==> config.mk <==
export PLATFORM = sky130hd
export DESIGN_NAME = wave_dac_drv
export DESIGN_NICKNAME = d
export VERILOG_FILES = /design/src/rtl/wave_dac_drv.sv
export SDC_FILE = /design/constraint.sdc
export NUM_CORES = 1
export LEC_CHECK = 0
export ABC_CLOCK_PERIOD_IN_PS = 7550
export BUFFER_PORTS_ARGS = -buffer_cell sky130_fd_sc_hd__buf_4
export CAP_MARGIN = 20
export CORE_ASPECT_RATIO = 1.5
export CORE_MARGIN = 1
export CORE_UTILIZATION = 46
export DETAILED_ROUTE_END_ITERATION = 10
export GPL_TIMING_DRIVEN = 0
export PLACE_DENSITY_LB_ADDON = 0.15
export SYNTH_ARGS = -nofsm -noshare
export SYNTH_HDL_FRONTEND = slang
export SYNTH_SLANG_ARGS = --single-unit
==> constraint.sdc <==
create_clock -name clk -period 7.55 [get_ports clk]
set_input_delay 0.3775 -clock clk [delete_from_list [all_inputs] [get_ports clk]]
set_output_delay 0.3775 -clock clk [all_outputs]
set_load 0.03 [all_outputs]
==> src/rtl/wave_dac_drv.sv <==
`default_nettype none
// +--------------------------------------------------------------------+
// | Module   : wave_dac_drv                                            |
// | Brief    : Gain/offset scaling and clamping of a selected wave     |
// |            sample, then serial frame transmission to a DAC.        |
// | Revision : 1.0 - initial release                                   |
// +--------------------------------------------------------------------+
module wave_dac_drv #(
  parameter int ND  = 14,
  parameter int DIV = 4
) (
  input  logic          clk,
  input  logic          rst,
  input  logic          Out_En,
  input  logic [1:0]    Sel_Wave,
  input  logic [ND-1:0] Sin_in,
  input  logic [ND-1:0] Stw_in,
  input  logic [ND-1:0] Tri_in,
  input  logic [ND-1:0] Squ_in,
  input  logic [10:0]   Amp,
  input  logic [14:0]   Offset,
  output logic          dac_sclk,
  output logic          dac_sync_n,
  output logic          dac_din,
  output logic          busy,
  output logic          frame_done,
  output logic [ND-1:0] Dac_Code
);

  localparam int c_WW = ND + 2;                       // two control bits + code
  localparam int c_PW = ND + 11;
  localparam int c_SW = (ND + 3 > 17) ? ND + 3 : 17;
  localparam int c_BW = $clog2(c_WW);
  localparam int c_CW = 9;

  typedef enum logic [2:0] {
    S_IDLE  = 3'd0,
    S_CALC1 = 3'd1,
    S_CALC2 = 3'd2,
    S_CALC3 = 3'd3,
    S_SHIFT = 3'd4,
    S_GAP   = 3'd5
  } state_t;

  state_t                 r_state, w_next;
  logic [ND-1:0]          r_wave, w_wave;
  logic [10:0]            r_amp;
  logic [14:0]            r_offset;
  logic [c_PW-1:0]        r_product;
  logic signed [c_SW-1:0] r_sum, w_sum;
  logic [c_SW-1:0]        w_scaled;
  logic [ND-1:0]          r_code, w_code;
  logic [c_WW-1:0]        r_shift;
  logic [c_CW-1:0]        r_phase;
  logic [c_BW-1:0]        r_bit;
  logic                   r_sclk, r_sync_n, r_din, r_done;
  logic [ND-1:0]          r_dac_code;
  logic                   w_phase_end, w_last_bit;

  assign w_phase_end = (r_phase == c_CW'(2 * DIV - 1));
  assign w_last_bit  = (r_bit == c_BW'(c_WW - 1));
  assign w_scaled    = c_SW'(r_product >> 10);
  assign w_sum       = $signed(w_scaled) + $signed({{(c_SW - 15){r_offset[14]}}, r_offset});

  always_comb begin
    w_wave = Sin_in;
    case (Sel_Wave)
      2'd1:    w_wave = Stw_in;
      2'd2:    w_wave = Tri_in;
      2'd3:    w_wave = Squ_in;
      default: w_wave = Sin_in;
    endcase
  end

  // Negative sums clamp to zero, anything above the code range to full scale.
  always_comb begin
    w_code = r_sum[ND-1:0];
    if (r_sum[c_SW-1])
      w_code = '0;
    else if (|r_sum[c_SW-2:ND])
      w_code = '1;
  end

  always_comb begin
    w_next = r_state;
    case (r_state)
      S_IDLE:  if (Out_En) w_next = S_CALC1;
      S_CALC1: w_next = S_CALC2;
      S_CALC2: w_next = S_CALC3;
      S_CALC3: w_next = S_SHIFT;
      S_SHIFT: if (w_phase_end && w_last_bit) w_next = S_GAP;
      S_GAP:   if (w_phase_end) w_next = S_IDLE;
      default: w_next = S_IDLE;
    endcase
  end

  always_ff @(posedge clk) begin
    if (!rst) r_state <= S_IDLE;
    else      r_state <= w_next;
  end

  always_ff @(posedge clk) begin
    if (!rst) begin
      r_wave    <= '0;
      r_amp     <= '0;
      r_offset  <= '0;
      r_product <= '0;
      r_sum     <= '0;
      r_code    <= '0;
      r_shift   <= '0;
      r_phase   <= '0;
      r_bit     <= '0;
    end else begin
      if (r_state == S_IDLE && Out_En) begin
        r_wave   <= w_wave;
        r_amp    <= Amp;
        r_offset <= Offset;
      end
      if (r_state == S_CALC1) r_product <= c_PW'(r_wave) * c_PW'(r_amp);
      if (r_state == S_CALC2) r_sum <= w_sum;
      if (r_state == S_CALC3) begin
        r_code  <= w_code;
        r_shift <= {2'b00, w_code};
      end else if (r_state == S_SHIFT && r_phase == '0) begin
        r_shift <= {r_shift[c_WW-2:0], 1'b0};
      end
      case (r_state)
        S_SHIFT: begin
          r_phase <= w_phase_end ? '0 : r_phase + c_CW'(1);
          if (w_phase_end) r_bit <= w_last_bit ? '0 : r_bit + c_BW'(1);
        end
        S_GAP:   r_phase <= w_phase_end ? '0 : r_phase + c_CW'(1);
        default: begin
          r_phase <= '0;
          r_bit   <= '0;
        end
      endcase
    end
  end

  // Pin outputs are registered one cycle behind the state that produces them.
  always_ff @(posedge clk) begin
    if (!rst) begin
      r_sync_n   <= 1'b1;
      r_sclk     <= 1'b1;
      r_din      <= 1'b0;
      r_done     <= 1'b0;
      r_dac_code <= '0;
    end else begin
      r_sync_n <= 1'b1;
      r_sclk   <= 1'b1;
      r_din    <= 1'b0;
      r_done   <= 1'b0;
      case (r_state)
        S_SHIFT: begin
          r_sync_n <= 1'b0;
          r_sclk   <= (r_phase < c_CW'(DIV));
          r_din    <= (r_phase == '0) ? r_shift[c_WW-1] : r_din;
          if (r_phase == '0 && r_bit == '0) r_dac_code <= r_code;
        end
        S_GAP:   r_done <= (r_phase == '0);
        default: ;
      endcase
    end
  end

  assign dac_sclk   = r_sclk;
  assign dac_sync_n = r_sync_n;
  assign dac_din    = r_din;
  assign frame_done = r_done;
  assign Dac_Code   = r_dac_code;
  assign busy       = (r_state != S_IDLE);

endmodule
`default_nettype wire

==> results_dict.tcl <==
set metrics [dict create \
    cp_data_arrival_time_ns 6.71 \
    syn_inst 1247 \
    dieWidth_microns 127 \
    required_ns 7.85 \
    r2r_start "r_amp[3]$_SDFFE_PN0P_" \
    tightest_slew_ns 0.848 \
    finalSetupViolations 0 \
    crit_path_start_kind "flip-flop" \
    seqCellArea_sq_um 2720 \
    max_freq_mhz 156 \
    port_buffers 104 \
    area_growth_pct 16.0 \
    cp_num_buf_inv 4 \
    rows 68 \
    rsz0062_at_grt "no" \
    cts_hold_buf 0 \
    gp_congestion 0.901 \
    outcome "complete, but fails checks" \
    antenna_found_initial 0 \
    worstHoldStart "Amp[6]" \
    dr.pass1.iters 7 \
    relSlewSlack 0.435 \
    die_y_microns 189 \
    synthFlopType "dfxtp_1" \
    hold_class "in -> reg" \
    grt_pass1_vias 9428 \
    critPathMaxStageDelay_ns 0.53 \
    postSynthNetCount 1521 \
    avgSynthCellArea_sq_um 8.60 \
    fillers 2227 \
    multi_input_area_sq_um 7180 \
    cts-root-buf "clkbuf_16" \
    layout-drive-gt1-share 0.113 \
    post_drt_wl_per_cell_microns 16.5 \
    path_cells "clkbuf_1, nand2_1, fa_1, fa_1, fa_1, inv_1, fa_1, inv_1, fa_1, inv_1, ha_1, and3_1, a221o_1, a221oi_4, o221ai_2, a41o_1, a221oi_4, nand4b_1, o211ai_1" \
    grt_pass1_wl_mm 45.7 \
    cp_slowest_cell "fa_1" \
    dieArea_sq_um 23900 \
    yosys_warnings 0 \
    endpoint_kind "flip-flop" \
    ys_seq_area_frac 0.254 \
    min_period_ns 6.40 \
    post_cts_buffers 0 \
    htreeDepth 4 \
    violations "DRC" \
    tns_ns 0 \
    p_per_area_nw_per_um2 189 \
    diodes 0 \
    synth.distinct_cells 52 \
    final_area_sq_um 12400 \
    numPlacedInstances 1633 \
    skew_ns 0.0124 \
    cts_resized 0 \
    path_delay_family "adder cells" \
    gr-usage-all-layers 0.246 \
    synth-async-reset-ratio 0 \
    ant_nets 0 \
    p_leak_nw 5.65 \
    cts_buffer_depth 2 \
    synth-seq-cells 136 \
    period_share 0.848 \
    netlist_area_sq_um 10700 \
    synth-edff-count 0 \
    cp-startpoint "r_amp[3]$_SDFFE_PN0P_" \
    cap_violations 0 \
    drtIter0Drc 337 \
    instances_no_fill 1665 \
    viasPerCell 5.33 \
    slew_violations 0 \
    place_area_sq_um 11900 \
    core_area_sq_um 23000 \
    vdd_ir_drop_max_mv 0.155 \
    grt-ovfl-total 0 \
    remaining_drc_errors 1 \
    cts_made_buffers 17 \
    insertion_delay_ns 0.43 \
    start_util 0.467 \
    vias 8879 \
    dp.final_hpwl_mm 22.6 \
    grt_max_degree 17 \
    drt_wl_total_mm 27.5 \
    clkTransAtPathRegs_ns 0.07 \
    cp_common_cell "fa_1" \
    cts_tree "yes" \
    cts_sinks 136 \
    nets 1646 \
    hold_viol_final 0 \
    io_pins 106 \
    p_total_mw 2.34 \
    critPathKind "reg -> reg" \
    cp_max_fo 10 \
]
## sequential cells by signal, summed over array words and instances (netlist names)
signal / flops
r_phase: 9
r_product: 15
r_wave: 14
frame_done: 1
Dac_Code: 14
r_sum: 17
r_offset: 15
dac_sclk: 1
r_state: 3
r_code: 14
dac_din: 1
dac_sync_n: 1
r_shift: 16
r_bit: 4
r_amp: 11
## cell families after synthesis
| group | Yosys count | synth area share |
|---|---|---|
| compound gates | 193 | 0.113 |
| xor+xnor | 29 | 0.0237 |
| mux | 33 | 0.0471 |
| fa+ha+maj | 187 | 0.293 |
| simple gates | 452 | 0.193 |
| buf+inv | 217 | 0.0761 |
| flops | 136 | 0.254 |
## layout by cell type (no fill, tap or decap), drive strengths merged, types with 20 or more instances in the layout
cell | synthesis | final
clkbuf | 61 | 80
nor2 | 73 | 73
nand2 | 221 | 221
and2 | 80 | 80
a21oi | 86 | 86
buf | 6 | 112
dfxtp | 136 | 136
o21ai | 37 | 37
ha | 80 | 80
nand3 | 20 | 20
fa | 107 | 107
inv | 149 | 152
## metrics by stage
step	hold WS [ns]	util	setup WS, ns
global placement	0.439	0.516	1.22
finish	0.190	0.541	1.15
CTS	0.184	0.541	1.16
detailed placement	0.443	0.516	1.18
floorplan	0.429	-	1.93
global route	0.195	0.541	0.880
## cells in the mapped netlist, types with 2 or more instances
cell type    n  area share
nand2_1    221       0.077
inv_1      149       0.052
dfxtp_1    136        0.25
fa_1       107        0.20
a21oi_1     86       0.040
and2_1      80       0.047
ha_1        80       0.093
nor2_1      73       0.026
clkbuf_1    61       0.021
o21ai_0     34       0.016
nand3_1     20      0.0093
mux2i_1     19       0.018
xor2_1      16       0.013
mux4_2      14       0.029
a311oi_1    13       0.011
nor3_1      13      0.0061
xnor2_1     13       0.011
a21o_1       9      0.0063
nand4_1      8      0.0047
a211oi_1     7      0.0049
and3_1       7      0.0041
o21a_1       7      0.0049
nor4_1       6      0.0035
a31oi_1      5      0.0029
buf_1        5      0.0018
nand4b_1     5      0.0041
nor2b_1      5      0.0029
or3_1        5      0.0029
nand2b_1     4      0.0023
nor3b_1      3      0.0021
o211ai_1     3      0.0021
o21ai_1      3      0.0014
o21bai_1     3      0.0021
o31ai_1      3      0.0021
a211o_1      2      0.0016
a21boi_0     2      0.0014
a221oi_4     2      0.0049
a32oi_1      2      0.0016
o2111ai_1    2      0.0016
o22ai_1      2      0.0012
## final timing paths
check,slack [ns],depth (start not counted),to
hold reg to reg,0.45,2,r_sum[9]$_SDFFE_PN0P_
setup / recovery,1.15,19,r_product[24]$_SDFFE_PN0P_
setup reg to reg,1.15,19,r_product[24]$_SDFFE_PN0P_
hold / removal,0.19,3,r_amp[6]$_SDFFE_PN0P_
## tightest hold or removal path, stage by stage
cell     delay [ns]
buf_4          0.11
nand2_1        0.04
a21oi_1        0.05
## layout make-up
cell class,count,area share
multi-input combinational,894,0.578
buffer,67,0.0203
clock inverter,13,0.00956
clock buffer,19,0.0364
inverter,150,0.0453
timing repair buffer,106,0.0636
sequential,136,0.219
tap,280,0.0282
## power by group
| group | internal, mW | switching (mW) |
|---|---|---|
| registers | 0.788 | 0.0519 |
| logic | 0.246 | 0.445 |
| clock network | 0.472 | 0.341 |
## metal layers
| layer | global-route usage | share of wire | wire length (microns) | vias up |
|---|---|---|---|---|
| met5 | 0 | 0 | 0 | - |
| met4 | 0.124 | 0.044 | 1200 | 0 |
| met3 | 0.0308 | 0.030 | 813 | 66 |
| met2 | 0.494 | 0.56 | 15300 | 194 |
| met1 | 0.241 | 0.37 | 10100 | 4303 |
| li1 | - | - | - | 4316 |
No activity file was read; power rests on OpenSTA's default activity.
